==> config.mk <==
export PLATFORM = sky130hd
export DESIGN_NAME = rr_mux_arbiter_flat
export DESIGN_NICKNAME = d
export VERILOG_FILES = /design/src/rtl/rr_mux_arbiter_if.sv /design/src/rtl/rr_mux_arbiter.sv /design/src/flat_wrapper.sv
export SDC_FILE = /design/constraint.sdc
export NUM_CORES = 1
export LEC_CHECK = 0
export CAP_MARGIN = 15
export CORE_UTILIZATION = 40
export DETAILED_ROUTE_END_ITERATION = 8
export HOLD_SLACK_MARGIN = 0.15
export PLACE_DENSITY = 0.66
export SKIP_CTS_REPAIR_TIMING = 1
export SLEW_MARGIN = 30
export SYNTH_ARGS = -nofsm -noshare
export SYNTH_HDL_FRONTEND = slang
export SYNTH_SLANG_ARGS = --single-unit
==> constraint.sdc <==
create_clock -name clk -period 2.5 [get_ports clk]
set_clock_uncertainty 0.05 [all_clocks]
set_input_delay 0.25 -clock clk [delete_from_list [all_inputs] [get_ports clk]]
set_output_delay 0.25 -clock clk [all_outputs]
set_load 0.03 [all_outputs]
==> src/rtl/rr_mux_arbiter_if.sv <==
// ---------------------------------------------------------------------------
// rr_mux_arbiter_if
// Purpose : bundles the request/grant/mux-select signals of the 4-way
//           round-robin mux arbiter.
// Signals :
//   req[3:0]   requester -> arbiter, held high for the whole tenure
//   grant[3:0] arbiter -> requesters, one-hot registered grant, 0 when idle
//   S1, S0     arbiter -> 4:1 mux select, {S1,S0} = owner index
//   busy       arbiter -> mux, high while a grant is active (qualifies Y)
//   dbg_state  arbiter FSM state (0 = IDLE, 1 = OWN), observation only
// Modports: master = requester/mux side, slave = arbiter side.
// ---------------------------------------------------------------------------
interface rr_mux_arbiter_if;
    logic [3:0] req;
    logic [3:0] grant;
    logic       S1;
    logic       S0;
    logic       busy;
    logic       dbg_state;

    modport master (
        output req,
        input  grant,
        input  S1,
        input  S0,
        input  busy,
        input  dbg_state
    );

    modport slave (
        input  req,
        output grant,
        output S1,
        output S0,
        output busy,
        output dbg_state
    );
endinterface

==> src/rtl/rr_mux_arbiter.sv <==
// ---------------------------------------------------------------------------
// rr_mux_arbiter
// Purpose : 4-requester round-robin arbiter that also drives the select
//           lines of a 4:1 mux. Search order from last owner k is
//           k+1, k+2, k+3, k. Ownership is held while req[k] stays high;
//           on release the next requester is granted at the same edge.
// Ports   :
//   clk     sole clock, rising edge
//   rst     asynchronous active-high reset
//   io_arb  rr_mux_arbiter_if.slave (req in; grant, S1, S0, busy,
//           dbg_state out). All outputs come straight from registers.
// Handshake: req[i] is a level request held for the entire tenure;
//   grant[i] is the registered answer, visible one cycle after req is
//   sampled. Dropping req[i] releases the tenure at the next edge.
// Parameter: BURST_MAX (2..255) limits consecutive grant cycles.
// Config  : optional macro ARB_BURST_LIMIT_EN builds an 8-bit tenure
//           counter; without it tenure is unlimited and BURST_MAX is
//           only range-checked.
// ---------------------------------------------------------------------------
module rr_mux_arbiter #(
    parameter int unsigned BURST_MAX = 8
) (
    input  logic             clk,
    input  logic             rst,
    rr_mux_arbiter_if.slave  io_arb
);

    localparam logic [0:0] ST_IDLE = 1'b0;
    localparam logic [0:0] ST_OWN  = 1'b1;

    generate
        if (BURST_MAX < 2 || BURST_MAX > 255) begin : g_bad_param
            $error("rr_mux_arbiter: BURST_MAX must be in 2..255");
        end
    endgenerate

    logic [0:0] r_state;
    logic [1:0] r_owner;   // last/current owner, drives the search start
    logic [1:0] r_sel;     // mux select; separate from r_owner so reset gives 00
    logic [3:0] r_grant;
    logic       r_busy;

    logic       w_win_found;
    logic [1:0] w_win_idx;
    logic       w_limit;
    logic       w_hold;
    logic       w_start;

    // Round-robin search: k+1, k+2, k+3, then k itself (i = 4 wraps to k).
    always_comb begin
        w_win_found = 1'b0;
        w_win_idx   = r_owner;
        for (int i = 1; i <= 4; i++) begin
            if (!w_win_found && io_arb.req[r_owner + 2'(i)]) begin
                w_win_found = 1'b1;
                w_win_idx   = r_owner + 2'(i);
            end
        end
    end

`ifdef ARB_BURST_LIMIT_EN
    logic [7:0] r_count;

    assign w_limit = (r_count == 8'(BURST_MAX));

    // Counts owner cycles of the current tenure; restarts at 1 on any
    // new grant, including a re-grant of the same owner after the limit.
    always_ff @(posedge clk or posedge rst) begin
        if (rst) begin
            r_count <= 8'd0;
        end else if (w_hold) begin
            r_count <= r_count + 8'd1;
        end else if (w_start) begin
            r_count <= 8'd1;
        end else begin
            r_count <= 8'd0;
        end
    end
`else
    assign w_limit = 1'b0;
`endif

    assign w_hold  = (r_state == ST_OWN) && io_arb.req[r_owner] && !w_limit;
    assign w_start = w_win_found && !w_hold;

    always_ff @(posedge clk or posedge rst) begin
        if (rst) begin
            r_state <= ST_IDLE;
            r_owner <= 2'd3;
            r_sel   <= 2'd0;
            r_grant <= 4'b0000;
            r_busy  <= 1'b0;
        end else if (w_hold) begin
            r_state <= ST_OWN;
        end else if (w_start) begin
            // New tenure (from IDLE, handover, or limit re-grant).
            r_state <= ST_OWN;
            r_owner <= w_win_idx;
            r_sel   <= w_win_idx;
            r_grant <= 4'b0001 << w_win_idx;
            r_busy  <= 1'b1;
        end else begin
            // No requests: idle, owner and select keep their last value.
            r_state <= ST_IDLE;
            r_grant <= 4'b0000;
            r_busy  <= 1'b0;
        end
    end

    assign io_arb.grant     = r_grant;
    assign io_arb.S1        = r_sel[1];
    assign io_arb.S0        = r_sel[0];
    assign io_arb.busy      = r_busy;
    assign io_arb.dbg_state = r_state;

endmodule

==> src/flat_wrapper.sv <==
// flat-port wrapper written by rule: the top's interface ports become plain ports
module rr_mux_arbiter_flat 
#(
    parameter int unsigned BURST_MAX = 8
)
  (clk, rst, io_arb_req, io_arb_grant, io_arb_S1, io_arb_S0, io_arb_busy, io_arb_dbg_state);
  rr_mux_arbiter_if io_arb_i ();
  input  logic clk;
  input  logic rst;
  input wire logic [$bits(io_arb_i.req)-1:0] io_arb_req;
  output wire logic [$bits(io_arb_i.grant)-1:0] io_arb_grant;
  output wire logic [$bits(io_arb_i.S1)-1:0] io_arb_S1;
  output wire logic [$bits(io_arb_i.S0)-1:0] io_arb_S0;
  output wire logic [$bits(io_arb_i.busy)-1:0] io_arb_busy;
  output wire logic [$bits(io_arb_i.dbg_state)-1:0] io_arb_dbg_state;
  assign io_arb_i.req = io_arb_req;
  assign io_arb_grant = io_arb_i.grant;
  assign io_arb_S1 = io_arb_i.S1;
  assign io_arb_S0 = io_arb_i.S0;
  assign io_arb_busy = io_arb_i.busy;
  assign io_arb_dbg_state = io_arb_i.dbg_state;
  rr_mux_arbiter #(.BURST_MAX(BURST_MAX)) u_core (.clk(clk), .rst(rst), .io_arb(io_arb_i));
endmodule
# Word-level counts from Yosys, hierarchy flattened
# Cells that the tools add are included.
# word_totals
elab_cells	43
in_bits	6
output_inout_bits	8
register_bits	10
# classes
bitwise	1
n_addsub	3
muxes	19
n_reduce_logical	10
shift	1
magnitude_cmp	4
# ops
op	n
$lt A2 B3 Y1 const B	4
$mux W1	10
$bmux W1 S2	4
$mux W2	4
$logic_and A1 B1 Y1	5
$add A2 B2 Y2 const B	2
$logic_not A1 Y1	4
$mux W4	1
$shl A1 B2 Y4 const A	1
$add A2 B1 Y2 const B	1
$reduce_and A2 Y1	1
$not A1 Y1	1

# Depth between registers and ports, before layout
# logic_depth
ltp_word	16
ltp_mapped	5

# Worst setup path before layout
# Ideal clock, no wire load.
# synth_timing
path_kind	register to register
from	register u_core.r_owner[0]
to	register u_core.r_grant[2], in the netlist u_core.io_arb.grant[2]
n_path_buf	1
arrival_time_ps	1856
path_stages_with_launch	6
setup_ps	95
t_required_ps	2355
slack_ps	498
path_cell_list	dfstp_2 -> mux4_2 -> and2_4 -> buf_6 -> or3_4 -> o31ai_1
# synth_between
elab_chain_len	15
elab_cells_between_ends	30
# synth_lines
element	line	rtl
start, declared	rr_mux_arbiter.sv:38	logic [1:0] r_owner;
start signal, assigned	rr_mux_arbiter.sv:98	r_owner <= w_win_idx;
$add A2 B1 Y2	rr_mux_arbiter.sv:54, rr_mux_arbiter.sv:56	
$bmux W1 S2	rr_mux_arbiter.sv:54	if (!w_win_found && io_arb.req[r_owner + 2'(i)]) begin
$mux W1 (not written as such)	rr_mux_arbiter.sv:54	
$mux W1	rr_mux_arbiter.sv:54	
$logic_not A1 Y1	rr_mux_arbiter.sv:54	
$logic_and A1 B1 Y1	rr_mux_arbiter.sv:54	
$mux W1	rr_mux_arbiter.sv:54	
$logic_not A1 Y1	rr_mux_arbiter.sv:54	
$logic_and A1 B1 Y1	rr_mux_arbiter.sv:54	
$mux W1	rr_mux_arbiter.sv:54	
$logic_not A1 Y1	rr_mux_arbiter.sv:54	
$logic_and A1 B1 Y1	rr_mux_arbiter.sv:54	
$mux W2 or $mux W1 (tied branches)	rr_mux_arbiter.sv:54	
$shl A1 B2 Y4 or $logic_and A1 B1 Y1 (tied branches)	rr_mux_arbiter.sv:100, rr_mux_arbiter.sv:84	
$mux W4	rr_mux_arbiter.sv:95	end else if (w_start) begin
end signal, assigned	rr_mux_arbiter.sv:100	r_grant <= 4'b0001 << w_win_idx;
end, declared	rr_mux_arbiter.sv:40	logic [3:0] r_grant;
# Several ways; a longest one is shown, not always the timed one. The select of a mux whose other input is x is not followed.
# A chain may end at the register's enable or synchronous reset.

# Final worst setup path
# layout_timing
from	register u_core.r_owner[0]
to	register u_core.r_sel[0]
# layout_between
elab_chain_len	15
elab_cells_between_ends	30
# layout_lines
element	line	rtl
$add A2 B1 Y2	rr_mux_arbiter.sv:54, rr_mux_arbiter.sv:56	
$bmux W1 S2	rr_mux_arbiter.sv:54	
$mux W1 (not written as such)	rr_mux_arbiter.sv:54	
$mux W1	rr_mux_arbiter.sv:54	
$logic_not A1 Y1	rr_mux_arbiter.sv:54	
$logic_and A1 B1 Y1	rr_mux_arbiter.sv:54	
$mux W1	rr_mux_arbiter.sv:54	
$logic_not A1 Y1	rr_mux_arbiter.sv:54	
$logic_and A1 B1 Y1	rr_mux_arbiter.sv:54	
$mux W1	rr_mux_arbiter.sv:54	
$logic_not A1 Y1	rr_mux_arbiter.sv:54	
$logic_and A1 B1 Y1	rr_mux_arbiter.sv:54	
$mux W1	rr_mux_arbiter.sv:54	
$logic_and A1 B1 Y1	rr_mux_arbiter.sv:84	assign w_start = w_win_found && !w_hold;
$reduce_and A2 Y1 (no line)	-	
end signal, assigned	rr_mux_arbiter.sv:99	r_sel <= w_win_idx;
end, declared	rr_mux_arbiter.sv:39	logic [1:0] r_sel;
# Several ways; a longest one is shown, not always the timed one. The select of a mux whose other input is x is not followed.

==> metrics.txt <==
design area=707 um2; Setup TNS Final=0 ps; 1st-iter DRT viols=11; crit path time final=2000 ps; Slew headroom=0.713; Core Region=0.00117 mm2; wire length of the first global-routing pass=1610 um; GP Congestion=just over 0.7; Post-DP HPWL=768 um; Fmax=roughly 500 MHz; endpoints failing hold=0; Worst-path clk slew=70 ps; share of layout cells above drive strength 1=0.246; ANT cells=0; Register Area=253 um2; chip height=38.3 um; worst vdd rail ir drop=about 770 uV; prevailing post-synth register cell=dfrtp_1; wire per inst=roughly 13 um; Clock Tree Buf Depth=2; Crit path buffers/inverters=0; CP Max Fanout=9; clk root buf=clkbuf_4; Setup CP Type=register to register; RSZ-0062 raised after global routing=no; synth warn=0; global-route congestion overflow total=0; Power, Total=0.880 mW; leading cell types in the layout, fill and taps excluded=clkdlybuf4s50_1 (13), dfrtp_1 (8), nand2_1 (5); later-pin clock latency in the skew report=260 ps; vias in the first global route=365; WL final=1020 um; Cell Pwr Density=between 1000 and 1500 mW/mm2; CP Capture Type=register; cell count after synthesis=48; via count=425; CP Data Required Time=2600 ps; number of synthesized flops with an enable pin=0; sequential-to-total area share from yosys stat=0.480; largest net degree at the start of global routing=11; P&R area growth vs syn=34.2%; area of the multi-input gates=248 um2; Final Max Slew Viols=0; MaxCap Viol Count=0; CTS tree=built; startpoint type of the worst setup path=register; Placed Area=671 um2; syn_area_per_cell=11.0 um2; starting density of the core=0.450; syn_nets=54; distinct cell type count after synthesis=24; Place WS=298 ps; slowest cell on the critical path=dfstp_2; slowest stage delay, CP=570 ps; row count=12; worst slew pin tran=428 ps; Inserted Clock Buffers=3; CTS Sinks=10; post-route ant nets=0; Leak=~0.30 nW; CP delay by family, top=multiplexers; Synth Register Bits=10; most common cell after layout, fill and taps aside=clkdlybuf4s50_1; Final nets=72; Die X=38.3 um; crit path DAT=around 2100 ps; worst hold path class=primary input to async pin; DR pass1 iterations=4; port bufs=13; vias per cell=5.38; Cell Chain, Critical Path=mux4_2 -> and2_4 -> nor2_2 -> mux2_2; Tcrit/Tclk final=0.800; Residual DRC=0; Total GRT Usage=0.172; post-route setup slack=500 ps; Synth async-reset ratio=1.00; I/O pins=14; Filler cells=roughly 100; die area=0.00147 mm2; H-tree depth=1; Mapped Area=roughly 530 um2; initial antenna violation count=0; status=complete, no violations; Setup Viol. Count Final=0
==> synthesized netlist by cell type (all sizes together) (2+ instances only) <==
cell,n,area share
nor3,2,0.019
inv,4,0.028
a21oi,3,0.028
o31ai,2,0.028
nand2b,3,0.036
o41ai,2,0.033
mux2,3,0.064
nor2,2,0.019
dfstp,2,0.10
dfrtp,8,0.38
nand2,5,0.036
or3,2,0.033
==> final timing paths <==
kind                                                     from  cells after the start  slack [ps]                            endpoint
hold / removal                                            rst                      2         190      u_core.io_arb.busy$_DFFE_PP0N_
setup / recovery                u_core.r_owner[0]$_DFFE_PP1P_                      4         500         u_core.r_sel[0]$_DFFE_PP0P_
min in group clk           u_core.io_arb.grant[3]$_DFFE_PP0N_                      2         440  u_core.io_arb.grant[3]$_DFFE_PP0N_
max in group asynchronous                                 rst                      2        1900       u_core.r_owner[0]$_DFFE_PP1P_
hold reg to reg            u_core.io_arb.grant[3]$_DFFE_PP0N_                      2         440  u_core.io_arb.grant[3]$_DFFE_PP0N_
setup reg to reg                u_core.r_owner[0]$_DFFE_PP1P_                      4         500         u_core.r_sel[0]$_DFFE_PP0P_
==> per-layer routing <==
metal,part of all wire,up-vias,track usage
li1,-,207,-
met1,0.47,203,0.212
met2,0.47,15,0.258
met3,0.064,0,0.0872
met4,0,0,0.0536
met5,0,-,0
==> power by group <==
group          internal, mW  total (mW)  leakage [nW]  switching [mW]
combinational         0.217       0.450         0.162           0.233
sequential            0.238       0.287         0.115          0.0496
clock                0.0884       0.143        0.0210          0.0545
total                 0.543       0.880         0.298           0.338
==> per-stage QoR <==
stage               hold WS [ps]  utilization  std cells
floorplan                   38.7            -         48
detailed placement           425        0.573         75
finish                       191        0.604         79
global placement             420        0.573         75
global route                 244        0.604         79
CTS                          198        0.604         79
==> layout make-up <==
type / instances / share of cell area
clock buffer: 4 / 0.0513
sequential: 10 / 0.358
inverter: 4 / 0.0212
tap: 14 / 0.0248
timing repair buffer: 14 / 0.195
multi-input combinational: 33 / 0.350
==> state kept, by name (all words and copies together) (netlist names) <==
register and cells:
u_core.r_owner 2, u_core.io_arb.busy 1, u_core.io_arb.dbg_state 1, u_core.io_arb.grant 4, u_core.r_sel 2
==> cell families (layout without fill, tap and decap cells) <==
family                 after synthesis  in the layout  synth area share
AOI/OAI and AO/OA                   10             10             0.131
buffers and inverters                5             22            0.0499
DFF                                 10             10             0.480
muxes                                5              5             0.126
and+or+nand+nor                     18             18             0.214
No activity file was read; power rests on OpenSTA's default activity.
